==> config.mk <==
export PLATFORM = sky130hd
export DESIGN_NAME = rtc_rst_sequencer
export DESIGN_NICKNAME = d
export VERILOG_FILES = /design/src/rtl/rtc_rst_sequencer.sv
export SDC_FILE = /design/constraint.sdc
export NUM_CORES = 1
export LEC_CHECK = 0
export ABC_CLOCK_PERIOD_IN_PS = 4300
export BUFFER_PORTS_ARGS = -buffer_cell sky130_fd_sc_hd__buf_2
export CORE_ASPECT_RATIO = 0.75
export CORE_MARGIN = 8
export CORE_UTILIZATION = 54
export CTS_CLUSTER_SIZE = 25
export DETAILED_ROUTE_END_ITERATION = 6
export GPL_ROUTABILITY_DRIVEN = 0
export HOLD_SLACK_MARGIN = 0.03
export PLACE_DENSITY = 0.83
export SYNTH_ARGS = -nofsm -noshare
export SYNTH_HDL_FRONTEND = slang
export SYNTH_SLANG_ARGS = --single-unit
==> constraint.sdc <==
create_clock -name clkout_rtc -period 4.3 [get_ports clkout_rtc]
set_input_delay 1.29 -clock clkout_rtc [delete_from_list [all_inputs] [get_ports clkout_rtc]]
set_output_delay 1.29 -clock clkout_rtc [all_outputs]
set_load 0.02 [all_outputs]
==> src/rtl/rtc_rst_sequencer.sv <==
// rtl/rtc_rst_sequencer.sv - lock-qualified staggered reset sequencer (optional tick: RTC_RST_SEQ_TICK_EN)
module rtc_rst_sequencer #(
    parameter int NUM_CH   = 3,
    parameter int LOCK_DLY = 8,
    parameter int STAGGER  = 4,
    parameter int HOLD_CYC = 16,
    parameter int CNT_W    = 8,
    parameter int TICK_DIV = 32768
) (
    input  logic              clkout_rtc,
    input  logic              reset,
    input  logic              lock,
    input  logic              sw_rst_req,
    output logic [NUM_CH-1:0] rst_n_out,
    output logic              all_released,
    output logic [1:0]        state,
    output logic [CNT_W-1:0]  lock_lost_cnt,
    output logic              tick
);

    typedef enum logic [1:0] {
        ST_WAIT = 2'd0,
        ST_REL  = 2'd1,
        ST_RUN  = 2'd2,
        ST_HOLD = 2'd3
    } state_t;

    localparam int DW = $clog2(LOCK_DLY + 1);
    localparam int SW = $clog2(STAGGER + 1);
    localparam int HW = $clog2(HOLD_CYC + 1);
    localparam int RW = $clog2(NUM_CH + 1);

    localparam logic [DW-1:0] DLY_LAST  = DW'(LOCK_DLY - 1);
    localparam logic [SW-1:0] STG_LAST  = SW'(STAGGER - 1);
    localparam logic [HW-1:0] HOLD_LAST = HW'(HOLD_CYC - 1);
    localparam logic [RW-1:0] REL_LAST  = RW'(NUM_CH - 1);

    state_t          cur_st;
    logic            lock_meta;
    logic            lock_s;
    logic [DW-1:0]   dly_cnt;
    logic [SW-1:0]   stg_cnt;
    logic [HW-1:0]   hold_cnt;
    logic [RW-1:0]   rel_cnt;

    assign state = cur_st;

    // Two-flop synchroniser for the asynchronous PLL lock
    always_ff @(posedge clkout_rtc or negedge reset) begin
        if (!reset) begin
            lock_meta <= 1'b0;
            lock_s    <= 1'b0;
        end else begin
            lock_meta <= lock;
            lock_s    <= lock_meta;
        end
    end

    // Sequencer FSM: qualify lock, stagger releases, hold on request, drop all on lock loss
    always_ff @(posedge clkout_rtc or negedge reset) begin
        if (!reset) begin
            cur_st        <= ST_WAIT;
            rst_n_out     <= '0;
            all_released  <= 1'b0;
            lock_lost_cnt <= '0;
            dly_cnt       <= '0;
            stg_cnt       <= '0;
            hold_cnt      <= '0;
            rel_cnt       <= '0;
        end else if (cur_st == ST_WAIT) begin
            if (lock_s) begin
                if (dly_cnt == DLY_LAST) begin
                    dly_cnt <= '0;
                    stg_cnt <= '0;
                    rel_cnt <= RW'(1);
                    if (NUM_CH == 1) begin
                        cur_st       <= ST_RUN;
                        rst_n_out    <= '1;
                        all_released <= 1'b1;
                    end else begin
                        cur_st    <= ST_REL;
                        rst_n_out <= NUM_CH'(1);
                    end
                end else begin
                    dly_cnt <= dly_cnt + 1'b1;
                end
            end else begin
                dly_cnt <= '0;
            end
        end else if (!lock_s) begin
            // Lock loss outranks everything else outside WAIT_LOCK
            cur_st       <= ST_WAIT;
            rst_n_out    <= '0;
            all_released <= 1'b0;
            dly_cnt      <= '0;
            stg_cnt      <= '0;
            hold_cnt     <= '0;
            rel_cnt      <= '0;
            if (lock_lost_cnt != '1) begin
                lock_lost_cnt <= lock_lost_cnt + 1'b1;
            end
        end else if (cur_st == ST_REL) begin
            if (stg_cnt == STG_LAST) begin
                stg_cnt   <= '0;
                rel_cnt   <= rel_cnt + 1'b1;
                rst_n_out <= (rst_n_out << 1) | NUM_CH'(1);
                if (rel_cnt == REL_LAST) begin
                    cur_st       <= ST_RUN;
                    all_released <= 1'b1;
                end
            end else begin
                stg_cnt <= stg_cnt + 1'b1;
            end
        end else if (cur_st == ST_RUN) begin
            if (sw_rst_req) begin
                cur_st       <= ST_HOLD;
                rst_n_out    <= '0;
                all_released <= 1'b0;
                hold_cnt     <= '0;
                rel_cnt      <= '0;
            end
        end else begin
            if (hold_cnt == HOLD_LAST) begin
                cur_st   <= ST_WAIT;
                hold_cnt <= '0;
                dly_cnt  <= '0;
            end else begin
                hold_cnt <= hold_cnt + 1'b1;
            end
        end
    end

`ifdef RTC_RST_SEQ_TICK_EN
    localparam int TW = $clog2(TICK_DIV);
    localparam logic [TW-1:0] TICK_LAST = TW'(TICK_DIV - 1);

    logic [TW-1:0] tick_cnt;

    // Periodic tick that only runs while every channel is released
    always_ff @(posedge clkout_rtc or negedge reset) begin
        if (!reset) begin
            tick_cnt <= '0;
            tick     <= 1'b0;
        end else if (cur_st == ST_RUN) begin
            if (tick_cnt == TICK_LAST) begin
                tick_cnt <= '0;
                tick     <= 1'b1;
            end else begin
                tick_cnt <= tick_cnt + 1'b1;
                tick     <= 1'b0;
            end
        end else begin
            tick_cnt <= '0;
            tick     <= 1'b0;
        end
    end
`else
    assign tick = 1'b0;
`endif

endmodule

==> flow_summary.json <==
{
  "outcome": "completed",
  "place_hpwl_um": 2520,
  "grt_pass1_wl_um": 5720,
  "cp.buffers_inverters": 1,
  "worstSkewPairLatency_ns": 0.28,
  "dpl.cell_count": 207,
  "p_int_mw": 0.582,
  "maxSlewHeadroom": 0.562,
  "r2r_start": "state[0]",
  "ys_seq_area_frac": 0.447,
  "fin_area_um2": 1880,
  "clockBufferDepth": 2,
  "area_delta_synth_final_pct": 11.8,
  "routedWlPerCell_um": 16.0,
  "core_um2": 2960,
  "pre_cts_ws_ns": 1.88,
  "final_cell_mix": "dfrtp_1, buf_2, nand2_1",
  "netlist_area_um2": 1680,
  "multi_input_area_um2": 866,
  "grt_overflow": 0,
  "drt_pass1_iterations": 4,
  "post-route-period-util": 0.518,
  "antenna_found_initial": 0,
  "antenna_cells_inserted": 0,
  "htreeDepth": 2,
  "nets": 190,
  "async_reset_ff_frac": 1.00,
  "criticalPathCategory": "reg2out",
  "pwr-share-clk": 0.254,
  "crit_path_max_fanout": 6,
  "final_common_cell": "dfrtp_1",
  "path_cells": "buf_2",
  "antenna_left": 0,
  "grt_max_degree": 31,
  "ys.flop_type": "dfrtp_1",
  "path_delay_family": "flip-flops",
  "cts_made_buffers": 5,
  "syn_avg_cell_area_um2": 10.6,
  "dpl_cell_area_um2": 1780,
  "hp-start": "lock_meta",
  "comb_power_share": 0.342,
  "root_buffer": "clkbuf_8",
  "p_leak_nw": 0.916,
  "cpMaxStageDelayCell": "dfrtp_1",
  "worstRegToRegCells": 5,
  "whs_path_depth": 0,
  "dieWidth_um": 80.4,
  "power_density_nw_per_um2": 501,
  "vias_per_cell": 5.87,
  "cpPeakStageDelay_ns": 0.44,
  "setup_slack_ns": 2.07,
  "grt.total_usage": 0.142,
  "die_area_um2": 5170,
  "switchingPower_mw": 0.360,
  "worst_clock_skew_ns": 0.00160,
  "crit_arrival_ns": 0.94,
  "post_cts_buffers": 0,
  "end_kind": "primary output",
  "regArea_um2": 751,
  "start_kind": "flip-flop",
  "setup_viol": 0,
  "synth.area.top_cells": "dfrtp_1, ha_1, o21ai_0",
  "utilization": 0.635,
  "swShare": 0.382,
  "numPortBuffers": 17,
  "rows": 17,
  "pwr-share-seq": 0.404,
  "peakVddDrop_mv": 0.312,
  "ys_ff_latch": 30,
  "fin_tns_setup_ns": 0,
  "cts_hold_buf": 0,
  "drtIter0Drc": 84,
  "ys_warn_count": 0,
  "hold_path_class": "reg2reg",
  "startpoint": "state[0]",
  "rsz0062_at_grt": "no",
  "drv_cap": 0,
  "drv_slew": 0,
  "drive_gt1_frac": 0.209,
  "num-fill-cells": 240,
  "synth_top_cell_area_share": 0.447,
  "grt_pass1_vias": 1233,
  "power_mw": 0.942,
  "period_minus_slack_ns": 2.23,
  "vias": 1262,
  "cts-resized-gates": 0,
  "final-hold-violation-count": 0,
  "fmax_ghz": 0.449,
  "timing.hold.ws_ns": 0.359,
  "fin_cells": 215,
  "route.detailed.drc": 0,
  "yosysUniqueCellTypes": 47,
  "worst_pin_slew_ns": 0.657,
  "routed_wl_um": 3430,
  "die_y_um": 64.3,
  "synth_edf_count": 0,
  "cts_num_sinks": 30,
  "clkTransAtPathRegs_ns": 0.07,
  "initial_core_util": 0.568,
  "path_depth": 1,
  "io-pin-count": 19,
  "netlist_instances": 158,
  "syn-num-nets": 172,
  "synth_area_leader_cell": "dfrtp_1",
  "cts_tree": "yes",
  "worstPathRequired_ns": 3.01
}
==> path summary, 6_finish.rpt <==
check,end,slack [ns]
setup / recovery,state[0],2.07
hold / removal,lock_s,0.36
max in group asynchronous,stg_cnt[2],2.84
hold reg to reg,lock_s,0.36
min in group asynchronous,hold_cnt[2],1.03
setup reg to reg,hold_cnt[1],2.16
==> final cells by class <==
cell class                 count  share of cell area
sequential                    30               0.400
multi-input combinational    113               0.461
timing repair buffer          17              0.0453
clock buffer                   6              0.0440
clock inverter                 2             0.00666
tap                           38              0.0253
inverter                       9              0.0180
==> per-layer routing <==
layer | up-vias | wire length, um | GRT usage
met1 | 625 | 1540 | 0.175
met4 | 0 | 65 | 0.0769
met2 | 27 | 1650 | 0.212
li1 | 602 | - | -
met3 | 8 | 174 | 0.0503
met5 | - | 0 | 0
==> cell usage after synthesis, types with 2 or more instances <==
cell type  number
and3_1          3
o21a_1          2
ha_1           10
xor2_1          5
o2bb2ai_1       2
dfrtp_1        30
nor2b_1         4
inv_1           9
o21ai_0        11
nand2b_1        6
o211ai_1        2
a21oi_1         2
nand3_1         5
a31oi_1         2
nand3b_1        2
xnor2_1         4
a32o_1          4
nand4_1         5
nor2_1          6
mux2_2          3
nand2_1        13
clkbuf_1        3
==> sequential cells by signal (all words and copies together), names as in the netlist <==
name / flops
lock_lost_cnt: 8
hold_cnt: 5
dly_cnt: 4
rst_n_out: 3
stg_cnt: 3
rel_cnt: 2
state: 2
all_released: 1
lock_meta: 1
lock_s: 1
==> power groups by stage <==
stage          registers [mW]  logic [mW]  clock network, mW
6_report                0.381       0.322              0.239
2_1_floorplan           0.401       0.218                  0
3_5_place_dp            0.386       0.320                  0
4_1_cts                 0.381       0.322              0.244
3_3_place_gp            0.380       0.305                  0
5_1_grt                 0.388       0.356              0.258
==> cells by family (layout without fill, tap and decap cells) <==
group,after synthesis,in the layout,synth area share
muxes,4,4,0.0261
buffers and inverters,15,34,0.0373
other,1,1,0.00223
and+or+nand+nor,53,53,0.189
adders and majority gates,10,10,0.0745
DFF,30,30,0.447
AOI/OAI and AO/OA,36,36,0.177
xor gates and xnor gates,9,9,0.0469
Power figures use the tool's default switching activity.
